<file path="src/rtl/regfile_wb_arbiter.sv">
// regfile_wb_arbiter
//   Shares the single register-file write port between the in-order pipeline
//   writeback stage and the multiply/divide unit (MDU). Writeback always wins.
//   MDU results are buffered in a small FIFO and drained into idle write slots.
//   Queued results whose destination is overwritten by a younger writeback are
//   killed in place and later popped without writing.
//
// Ports
//   cpu_clk_75M  core clock, rising edge
//   cpu_rst      asynchronous reset, active-high
//   wb_we/wb_waddr/wb_wdata        pipeline writeback (no backpressure)
//   mdu_valid/mdu_ready            MDU result handshake
//   mdu_waddr/mdu_wdata            MDU result destination and value
//   rf_we/rf_waddr/rf_wdata        register-file write port
//   pend_mask    registered, bit i = live queued write to register i
//   stall_req    registered, asks the pipeline to free a writeback slot
//   fifo_cnt     occupied FIFO entries, killed entries included
module regfile_wb_arbiter #(
    parameter int unsigned DEPTH      = 2,
    parameter int unsigned STARVE_MAX = 8
) (
    input  logic                         cpu_clk_75M,
    input  logic                         cpu_rst,
    input  logic                         wb_we,
    input  logic [4:0]                   wb_waddr,
    input  logic [31:0]                  wb_wdata,
    input  logic                         mdu_valid,
    output logic                         mdu_ready,
    input  logic [4:0]                   mdu_waddr,
    input  logic [31:0]                  mdu_wdata,
    output logic                         rf_we,
    output logic [4:0]                   rf_waddr,
    output logic [31:0]                  rf_wdata,
    output logic [31:0]                  pend_mask,
    output logic                         stall_req,
    output logic [$clog2(DEPTH+1)-1:0]   fifo_cnt
);

    localparam int unsigned PW = $clog2(DEPTH);
    localparam int unsigned CW = $clog2(DEPTH + 1);
    localparam int unsigned AW = $clog2(STARVE_MAX + 1);

    // Live bits are cleared on pop, so a set live bit always implies an
    // occupied slot; no separate occupancy vector is needed.
    logic [DEPTH-1:0] live_q, live_d;
    logic [4:0]       addr_q [DEPTH];
    logic [31:0]      data_q [DEPTH];
    logic [PW-1:0]    rd_ptr, wr_ptr;
    logic [CW-1:0]    cnt;
    logic [AW-1:0]    age;
    logic [31:0]      pend_q, pend_d;
    logic             stall_q, stall_d;

    logic             nempty, full, head_live, pop, push, enq;

    assign nempty    = (cnt != '0);
    assign full      = (cnt == CW'(DEPTH));
    assign head_live = live_q[rd_ptr];
    // A killed head drains even while writeback owns the port.
    assign pop       = nempty & (~head_live | ~wb_we);
    assign mdu_ready = ~cpu_rst & ~full;
    assign push      = mdu_valid & mdu_ready;
    // Writes to r0 and writes superseded by a same-cycle writeback are
    // acknowledged but dropped.
    assign enq       = push & (mdu_waddr != 5'd0)
                       & ~(wb_we & (wb_waddr == mdu_waddr));

    assign pend_mask = pend_q;
    assign stall_req = stall_q;
    assign fifo_cnt  = cnt;

    // Write port mux
    always_comb begin
        rf_we    = 1'b0;
        rf_waddr = '0;
        rf_wdata = '0;
        if (!cpu_rst) begin
            if (wb_we) begin
                rf_we    = 1'b1;
                rf_waddr = wb_waddr;
                rf_wdata = wb_wdata;
            end else if (head_live) begin
                rf_we    = 1'b1;
                rf_waddr = addr_q[rd_ptr];
                rf_wdata = data_q[rd_ptr];
            end
        end
    end

    // Next live bits and pending mask after kill, pop and push
    always_comb begin
        live_d = live_q;
        for (int unsigned i = 0; i < DEPTH; i++) begin
            if (wb_we && live_q[i] && (addr_q[i] == wb_waddr))
                live_d[i] = 1'b0;
        end
        if (pop)
            live_d[rd_ptr] = 1'b0;
        if (enq)
            live_d[wr_ptr] = 1'b1;

        pend_d = '0;
        for (int unsigned i = 0; i < DEPTH; i++) begin
            if (live_d[i]) begin
                if (enq && (wr_ptr == PW'(i)))
                    pend_d[mdu_waddr] = 1'b1;
                else
                    pend_d[addr_q[i]] = 1'b1;
            end
        end
    end

    assign stall_d = head_live & ~pop & ((age == AW'(STARVE_MAX - 1)) | stall_q);

    always_ff @(posedge cpu_clk_75M or posedge cpu_rst) begin
        if (cpu_rst) begin
            live_q  <= '0;
            rd_ptr  <= '0;
            wr_ptr  <= '0;
            cnt     <= '0;
            age     <= '0;
            pend_q  <= '0;
            stall_q <= 1'b0;
        end else begin
            live_q  <= live_d;
            pend_q  <= pend_d;
            stall_q <= stall_d;
            if (pop)
                rd_ptr <= rd_ptr + PW'(1);
            if (enq)
                wr_ptr <= wr_ptr + PW'(1);
            if (enq && !pop)
                cnt <= cnt + CW'(1);
            else if (pop && !enq)
                cnt <= cnt - CW'(1);
            if (pop || !head_live)
                age <= '0;
            else if (age != AW'(STARVE_MAX))
                age <= age + AW'(1);
        end
    end

    // Payload storage needs no reset; live bits qualify it.
    always_ff @(posedge cpu_clk_75M) begin
        if (enq) begin
            addr_q[wr_ptr] <= mdu_waddr;
            data_q[wr_ptr] <= mdu_wdata;
        end
    end

endmodule
</file>
<file path="config.mk">
export PLATFORM = sky130hd
export DESIGN_NAME = regfile_wb_arbiter
export DESIGN_NICKNAME = d
export VERILOG_FILES = /design/src/rtl/regfile_wb_arbiter.sv
export SDC_FILE = /design/constraint.sdc
export NUM_CORES = 1
export LEC_CHECK = 0
export CORE_MARGIN = 4
export CORE_UTILIZATION = 28
export DETAILED_ROUTE_END_ITERATION = 10
export HOLD_SLACK_MARGIN = 0.06
export PLACE_DENSITY_LB_ADDON = 0.2
export SYNTH_ARGS = -nofsm -noshare
export SYNTH_HDL_FRONTEND = slang
export SYNTH_SLANG_ARGS = --single-unit
</file>
<file path="constraint.sdc">
create_clock -name cpu_clk_75M -period 4.7 [get_ports cpu_clk_75M]
set_input_delay 0.94 -clock cpu_clk_75M [delete_from_list [all_inputs] [get_ports cpu_clk_75M]]
set_output_delay 0.94 -clock cpu_clk_75M [all_outputs]
set_load 0.005 [all_outputs]
</file>
# Word-level counts from Yosys, hierarchy flattened
# Memories as Yosys holds them, arrays and structs flattened.
# Cells that the tools add are included.
[word_totals]
regBits = 43
ram_bits = 74
inputBits = 78
output_inout_bits = 74
wordCells = 108
mem_count = 2
[classes]
add_sub_neg = 5
order_cmp = 10
eq_ne = 6
n_mux = 35
n_bitwise = 22
reduce_logical = 21
[mem_list]
columns = ["name", "depth", "width", "read_ports", "rd_ports_with_merged_regs", "write_ports", "line_no", "text"]
rows = [
  ["data_q", 2, 32, 1, 0, 1, "47", "logic [31:0] data_q [DEPTH];"],
  ["addr_q", 2, 5, 3, 0, 1, "46", "logic [4:0] addr_q [DEPTH];"],
]
[op_table]
columns = ["cell", "n"]
rows = [
  ["$mux W32", 7],
  ["$or A32 B32 Y32", 2],
  ["$lt A5 B6 Y1 const B", 3],
  ["$demux W1 S5", 3],
  ["$eq A5 B5 Y1", 3],
  ["$ge A5 B1 Y1 const B", 3],
  ["$mux W5", 3],
  ["$mux W1", 14],
  ["$logic_and A1 B1 Y1", 13],
  ["$and A1 B1 Y1", 8],
  ["$mux W2", 4],
  ["$mux W4", 2],
  ["$not A1 Y1", 7],
  ["$reduce_bool A2 Y1", 3],
  ["$reduce_bool A5 Y1", 1],
  ["$add A4 B1 Y4 const B", 1],
  ["$eq A4 B3 Y1 const B", 1],
  ["$lt A1 B2 Y1 const B", 2],
  ["$ne A4 B4 Y1 const B", 1],
  ["$logic_not A1 Y1", 3],
  ["$add A1 B1 Y1 const B", 2],
  ["$add A2 B1 Y2 const B", 1],
  ["$and A2 B2 Y2", 1],
  ["$demux W1 S1", 2],
  ["other kinds (7)", 9],
]

# Longest topological paths before layout
# Gate-level depths: netlist of the first run.
[logic_depth]
ltp_word = 13
ltp_mapped = 10
mapped_depth_nobuf = 8

# Worst setup path after synthesis of the first run
# No wires, ideal clock.
[synth_path]
path_type = "input port to flip-flop"
start = "input port cpu_rst"
end = "memory addr_q[1][0] (enable)"
setup_time_ns = 0.392
arrival_ns = 2.654
required_time_ns = 4.308
path_slack_ns = 1.653
cell_stages = 4
path_buffers = 0
cell_sequence = "or3b_2 -> nor3b_2 -> nand2_1 -> inv_1"
[synth_between]
elab_chain_cells = 7
[synth_lines]
columns = ["element", "line_no", "text"]
rows = [
  ["start: declaration", "23", "input logic cpu_rst,"],
  ["$not A1 Y1", "61", "assign mdu_ready = ~cpu_rst & ~full;"],
  ["$and A1 B1 Y1", "61", ""],
  ["$and A1 B1 Y1", "62", "assign push = mdu_valid & mdu_ready;"],
  ["$and A1 B1 Y1", "65", "assign enq = push & (mdu_waddr != 5'd0)"],
  ["$and A1 B1 Y1", "66", "& ~(wb_we & (wb_waddr == mdu_waddr));"],
  ["$mux W1", "145", "if (enq) begin"],
  ["$mux W1 (implied by the code)", "146", "addr_q[wr_ptr] <= mdu_waddr;"],
  ["end: declaration", "46", ""],
]
# Every way passes these cells.

# Worst setup path after layout of the first run
[layout_path]
start = "register live_q[1]"
end = "output port rf_wdata[4]"
[layout_between]
elab_chain_cells = 5
[layout_lines]
columns = ["element", "line_no", "text"]
rows = [
  ["start: declaration", "45", "logic [DEPTH-1:0] live_q, live_d;"],
  ["start signal: assignment", "125", "live_q <= live_d;"],
  ["$mux W1 (implied by the code) (2 in series)", "58", "assign head_live = live_q[rd_ptr];"],
  ["$mux W32", "82", "end else if (head_live) begin"],
  ["$mux W32", "78", "if (wb_we) begin"],
  ["$mux W32", "77", "if (!cpu_rst) begin"],
  ["end: declaration", "33", "output logic [31:0] rf_wdata,"],
]
# Every way passes these cells. The select of a mux whose other input is x is not followed.

==> results of run 1 <==
cells in the final DEF, fill, tap and decap left out, types with 4 or more instances in the layout:
cell,count
inv_6,6
o221ai_1,31
nand4_1,9
inv_1,10
nand2_1,25
a21oi_1,45
nor3b_1,4
or2_2,6
nand2b_1,6
edfxtp_1,74
nor2_1,49
xnor2_1,18
mux2i_1,38
nand3_1,12
o21ai_0,5
nand3b_1,9
clkbuf_16,17
xor2_1,4
nor3_1,40
buf_4,4
dfrtp_1,42
clkdlybuf4s50_1,149
or3b_2,5
synth_stat cells (2+ instances only):
| library cell | instances | share of area (%) |
|---|---|---|
| dfrtp_1 | 43 | 19 |
| mux2i_1 | 39 | 6.9 |
| a21o_1 | 2 | 0.26 |
| nor3_1 | 40 | 3.5 |
| or4b_4 | 2 | 0.48 |
| o21ba_2 | 2 | 0.35 |
| clkbuf_1 | 21 | 1.4 |
| o21ai_0 | 5 | 0.44 |
| buf_1 | 5 | 0.33 |
| nand2_1 | 25 | 1.6 |
| nand3_1 | 12 | 1.1 |
| buf_2 | 7 | 0.62 |
| nand4_1 | 9 | 0.99 |
| or3b_2 | 5 | 0.77 |
| or2_1 | 2 | 0.22 |
| edfxtp_1 | 74 | 39 |
| buf_6 | 3 | 0.59 |
| nand3b_1 | 9 | 1.2 |
| o221ai_1 | 31 | 4.8 |
| nor2b_1 | 2 | 0.22 |
| nor2_1 | 49 | 3.2 |
| nor3b_1 | 4 | 0.53 |
| ha_1 | 3 | 0.66 |
| inv_1 | 10 | 0.66 |
| and3b_1 | 2 | 0.31 |
| or3_1 | 3 | 0.33 |
| o22ai_1 | 2 | 0.22 |
| xnor2_1 | 18 | 2.8 |
| nand2b_1 | 6 | 0.66 |
| a21oi_1 | 45 | 4.0 |
| xor2_1 | 4 | 0.62 |
| or2_2 | 6 | 0.66 |
worst min-delay path, cell delays in order, from the launching register on:
cell and delay [ns]:
dfrtp_1 0.35, a31oi_1 0.04, nor2_1 0.07
cell families (layout without fill, tap and decap cells):
kind of cell,after synthesis,in the layout
and+or+nand+nor,181,181
DFF,117,117
AOI/OAI and AO/OA,92,92
buffers and inverters,46,198
muxes,39,39
xor gates and xnor gates,22,22
adders and majority gates,3,3
other,0,1
metrics by stage:
step	hold slack, ns	worst slack (ns)	util (%)	std cells
floorplan	0.455	1.65	-	500
global placement	0.486	1.03	37.7	885
detailed placement	0.498	0.970	37.7	885
CTS	0.511	0.885	40.4	917
global route	0.529	0.807	40.4	917
finish	0.509	0.993	40.4	918
how the worst max path moves through the flow:
| stage | cells past startpoint | slack, ns | start | endpoint |
|---|---|---|---|---|
| after floorplan | 4 | 1.65 | cpu_rst | addr_q[1][0]$_DFFE_PP_ |
| after global placement | 7 | 1.03 | mdu_waddr[0] | pend_mask[27]$_DFF_PP0_ |
| after detailed placement | 7 | 0.97 | mdu_waddr[0] | pend_mask[26]$_DFF_PP0_ |
| after CTS | 6 | 0.88 | live_q[1]$_DFF_PP0_ | rf_wdata[4] |
| after global routing | 6 | 0.81 | live_q[1]$_DFF_PP0_ | rf_wdata[4] |
| final | 6 | 0.99 | live_q[1]$_DFF_PP0_ | rf_wdata[4] |
registers in the layout, indices dropped and copies added (netlist names):
| name | cells |
|---|---|
| addr_q | 10 |
| age | 4 |
| data_q | 64 |
| fifo_cnt | 2 |
| live_q | 2 |
| pend_mask | 32 |
| rd_ptr | 1 |
| stall_req | 1 |
| wr_ptr | 1 |
where the power goes:
part / switching, mW / leakage (nW) / internal (mW)
clock network: 0.499 / 0.265 / 0.683
registers: 0.0864 / 1.26 / 1.23
logic: 0.544 / 1.34 / 0.454
layer usage:
layer  part of all wire (%)  GRT usage (%)
met3                    8.9           6.08
met2                     46           23.3
met1                     44           19.8
met4                    1.1           4.08
met5                      0              0
area by class of cell:
cell class / instances / area (µm²)
diodes: 1 / 2.50
clock buffers: 17 / 425
clock inverters: 15 / 119
fillers: 1894 / 11700
inverters: 10 / 37.5
multi-input cells: 337 / 2210
flip-flops and latches: 117 / 3300
well taps: 265 / 332
repair buffers: 156 / 1550
==> metrics.txt, run 1 <==
clock latency on the worst-skew pair=0.41 ns; wire length of the first global-routing pass=26.2 mm; total power=3.50 mW; leakage power=2.87 nW; top achievable clock speed=270 MHz; CP max FO=28; Synth Area in Adders=0.659%; critical path class=flop to output port; nature of the critical path startpoint=flop; CTS max path bufs=2; asr flop ratio synth=36.8%; critical path's slowest cell=mux2i_4; Die Width=between 150 and 200 µm; initial antenna violation count=0; Setup Skew=0.00733 ns; Mapped Avg Cell Area=11.4 µm²; Slew Viols, Final=0; global-route usage over all layers=15.1%; cts repair resizes=0; # H-tree levels=4; Die Y=151 µm; Syn Nets=roughly 580; Final Hold Viols=0; wire length per cell=around 18 µm; Worst Hold Endpoint=stall_req$_DFF_PP0_; Worst R2R Start=fifo_cnt[1]$_DFFE_PP0P_; register area share after synthesis=57.9%; Crit path buffers/inverters=2; Worst Path Arrival=approximately 2.8 ns; CTS Root Cell=clkbuf_16; 1st-pass router iterations=5; final net count=just over 700; top_reg_cell synth=edfxtp_1; cells after synthesis=500; clock period minus worst slack=between 3 and 4 ns; largest family of logic cells by synthesized area=simple AND/OR/NAND/NOR gates; # IOs=152; worst min path class=flop to flop; CTS Buf Count=17; Critical Path Sink Type=output port; Core Area=19700 µm²; Starting Density=between 20% and 30%; status=complete, no violations; Largest stage delay, worst path=0.77 ns; xor/xnor share of the synthesized area=3.38%; multiplexer area fraction after synthesis=under 10%; Initial DRC Count=265; post-synthesis compound-gate area fraction=a little over a tenth; Max-slew headroom=approximately 34%; delay-heaviest family, CP=buffers and inverters; post-synthesis cell area=5700 µm²; Synth-to-Final Area Change=40.0%; die footprint=~23000 µm²; Placer Congestion=0.824; Via density=4.91; setup bufs post-CTS=0; clock sink count=117; share of cells above drive strength 1=9.36%; pin count of the biggest net entering global routing=46; R2R setup slack=1.95 ns; Hold Startpoint=stall_req$_DFF_PP0_; Yosys reg bits=117; Placed Area=7430 µm²; Setup Viol. Count Final=0; Synth cell types=42; Worst-path clk slew=0.06 ns; Req. time, crit path=3.76 ns; Finished Cell Area=7970 µm²; # rows=51; max cap viols=0; # hold bufs at CTS=0; Worst R2R Path Depth=6; Hold Path Depth=2; Post-Synth Simple-Gate Area=16.8%; final setup TNS=0 ns; Pwr per Cell Area=439 nW/µm²; Routed Antenna Nets=0; TritonCTS clock tree=built; Worst Max-Slew Pin Slew=~0.97 ns; HPWL Detailed=11.5 mm; number of global-route vias before repair=4744; peak supply drop=roughly 0.29 mV; critical path cell sequence=mux2i_4 > buf_4 > nor3_1 > a21oi_1 > nor2_1 > clkdlybuf4s50_1; Ys Warns=0; Vias=4505; # DRC=0; port buffer count=151; r2r endpoint=pend_mask[21]$_DFF_PP0_; part of the cycle the worst path needs=78.9%; total gr overflow=0; final WL=between 15 and 20 mm; Post-synth EDFFs=74; RSZ-0062 raised after global routing=no
Power figures use the tool's default switching activity.
==> inputs of run 2 (changes only) <==
==> constraint.sdc (replaced) <==
create_clock -name cpu_clk_75M -period 3.82 [get_ports cpu_clk_75M]
set_input_delay 0.764 -clock cpu_clk_75M [delete_from_list [all_inputs] [get_ports cpu_clk_75M]]
set_output_delay 0.764 -clock cpu_clk_75M [all_outputs]
set_load 0.005 [all_outputs]
==> metrics.txt, run 2 (same netlist as run 1, synthesis figures left out) <==
status=complete, no violations; pin count of the biggest net entering global routing=62; # H-tree levels=4; top achievable clock speed=306 MHz; global-route usage over all layers=15.2%; max cap viols=0; # DRC=0; Worst Max-Slew Pin Slew=0.733 ns; Worst-path clk slew=approximately 0.05 ns; Synth-to-Final Area Change=40.5%; wire length of the first global-routing pass=26.2 mm; Die Width=roughly 150 µm; Final Hold Viols=0; Routed Antenna Nets=0; RSZ-0062 raised after global routing=no; total gr overflow=0; Worst Path Arrival=between 2 and 3 ns; max reg flops=64; nature of the critical path startpoint=flop; Initial DRC Count=243; Max-slew headroom=51.1%; clock latency on the worst-skew pair=slightly above 0.4 ns; Slew Viols, Final=0; area of the multi-input gates=2210 µm²; number of global-route vias before repair=4727; port buffer count=151; CTS Buf Count=17; setup bufs post-CTS=0; final setup TNS=0 ns; Setup Skew=0.0207 ns; CP max FO=44; Placer Congestion=approximately 0.86; part of the cycle the worst path needs=85.6%; Die Y=~150 µm; worst min path class=flop to flop; wire length per cell=18.2 µm; # IOs=~150; # rows=between 50 and 60; final net count=approximately 720; initial antenna violation count=0; die footprint=between 20000 and 25000 µm²; 1st-pass router iterations=4; peak supply drop=0.320 mV; share of cells above drive strength 1=8.85%; leakage power=2.88 nW; HPWL Detailed=11.5 mm; delay-heaviest family, CP=buffers and inverters; Crit path buffers/inverters=2; Setup Viol. Count Final=0; clock period minus worst slack=3.27 ns; Largest stage delay, worst path=around 0.59 ns; most common cell after layout, fill and taps aside=clkdlybuf4s50_1; # hold bufs at CTS=0; cts repair resizes=0; Placed Cells=889; critical path's slowest cell=buf_4; Pwr per Cell Area=536 nW/µm²; Register Area=between 3000 and 4000 µm²; Critical Path Sink Type=output port; Via density=around 4.9; CTS Root Cell=clkbuf_16; TritonCTS clock tree=built; critical path cell sequence=buf_4 > mux2i_1 > nor3_1 > a21oi_1 > nor2_1 > clkdlybuf4s50_1; most frequent cells in the layout=149 x clkdlybuf4s50_1, 74 x edfxtp_1, 49 x nor2_1, 45 x a21oi_1, 42 x dfrtp_1; Most flops, register=data_q; Core Area=between 15000 and 20000 µm²; CTS max path bufs=2; fill count=1848; ant diodes=0; clock sink count=~120; Vias=4524; critical path class=flop to output port; Non-Filler Instances=between 900 and 1000; Req. time, crit path=3.06 ns; Starting Density=28.9%; final WL=16.7 mm
-- run 2: cell type report --
type | count | area share (%)
Multi-Input combinational cell | 337 | 27.6
Timing Repair Buffer | 160 | 20.1
Inverter | 10 | 0.469
Sequential cell | 117 | 41.2
Tap cell | 265 | 4.14
Clock inverter | 12 | 1.13
Clock buffer | 19 | 5.41
-- run 2: worst paths after layout --
check	startpoint	endpoint	slack (ns)	depth (start not counted)
max in group asynchronous	cpu_rst	rd_ptr$_DFFE_PP0N_	2.81	3
worst max register to register	rd_ptr$_DFFE_PP0N_	pend_mask[31]$_DFF_PP0_	1.33	6
worst min register to register	wr_ptr$_DFFE_PP0N_	wr_ptr$_DFFE_PP0N_	0.49	1
min in group asynchronous	cpu_rst	pend_mask[20]$_DFF_PP0_	0.61	3
worst max-delay path	rd_ptr$_DFFE_PP0N_	rf_wdata[10]	0.55	6
worst min-delay path	wr_ptr$_DFFE_PP0N_	wr_ptr$_DFFE_PP0N_	0.49	1
-- run 2: through the flow --
step / setup WS, ns / area, µm² / hold slack, ns / total power [mW] / utilization, %
after floorplan: 0.949 / 5700 / 0.455 / 2.37 / -
after global placement: 0.572 / 7480 / 0.483 / 2.91 / 37.9
after detailed placement: 0.471 / 7480 / 0.482 / 2.92 / 37.9
after CTS: 0.475 / 8000 / 0.491 / 4.35 / 40.6
after global routing: 0.296 / 8000 / 0.526 / 4.54 / 40.6
final: 0.549 / 8000 / 0.492 / 4.29 / 40.6
-- run 2: worst register-to-register path, stage by stage, from the launching register on --
cell and delay (ns):
dfrtp_2 0.38, buf_4 0.59, nand2b_1 0.19, nand2_1 0.10
or2_2 0.33, or4b_4 0.58, o221ai_1 0.24
-- run 2: metal layers --
layer  vias up  GRT usage, %  wire length [µm]
li1       2143             -                 -
met3        17          5.99              1440
met2       189          23.7              7900
met4         0          5.30               235
met1      2175          19.4              7180
met5         -             0                 0
-- run 2: power by group --
group / total (mW) / leakage, nW / switching [mW] / internal [mW]
sequential: 1.62 / 1.26 / 0.105 / 1.52
combinational: 1.25 / 1.37 / 0.666 / 0.587
clock: 1.42 / 0.246 / 0.541 / 0.874
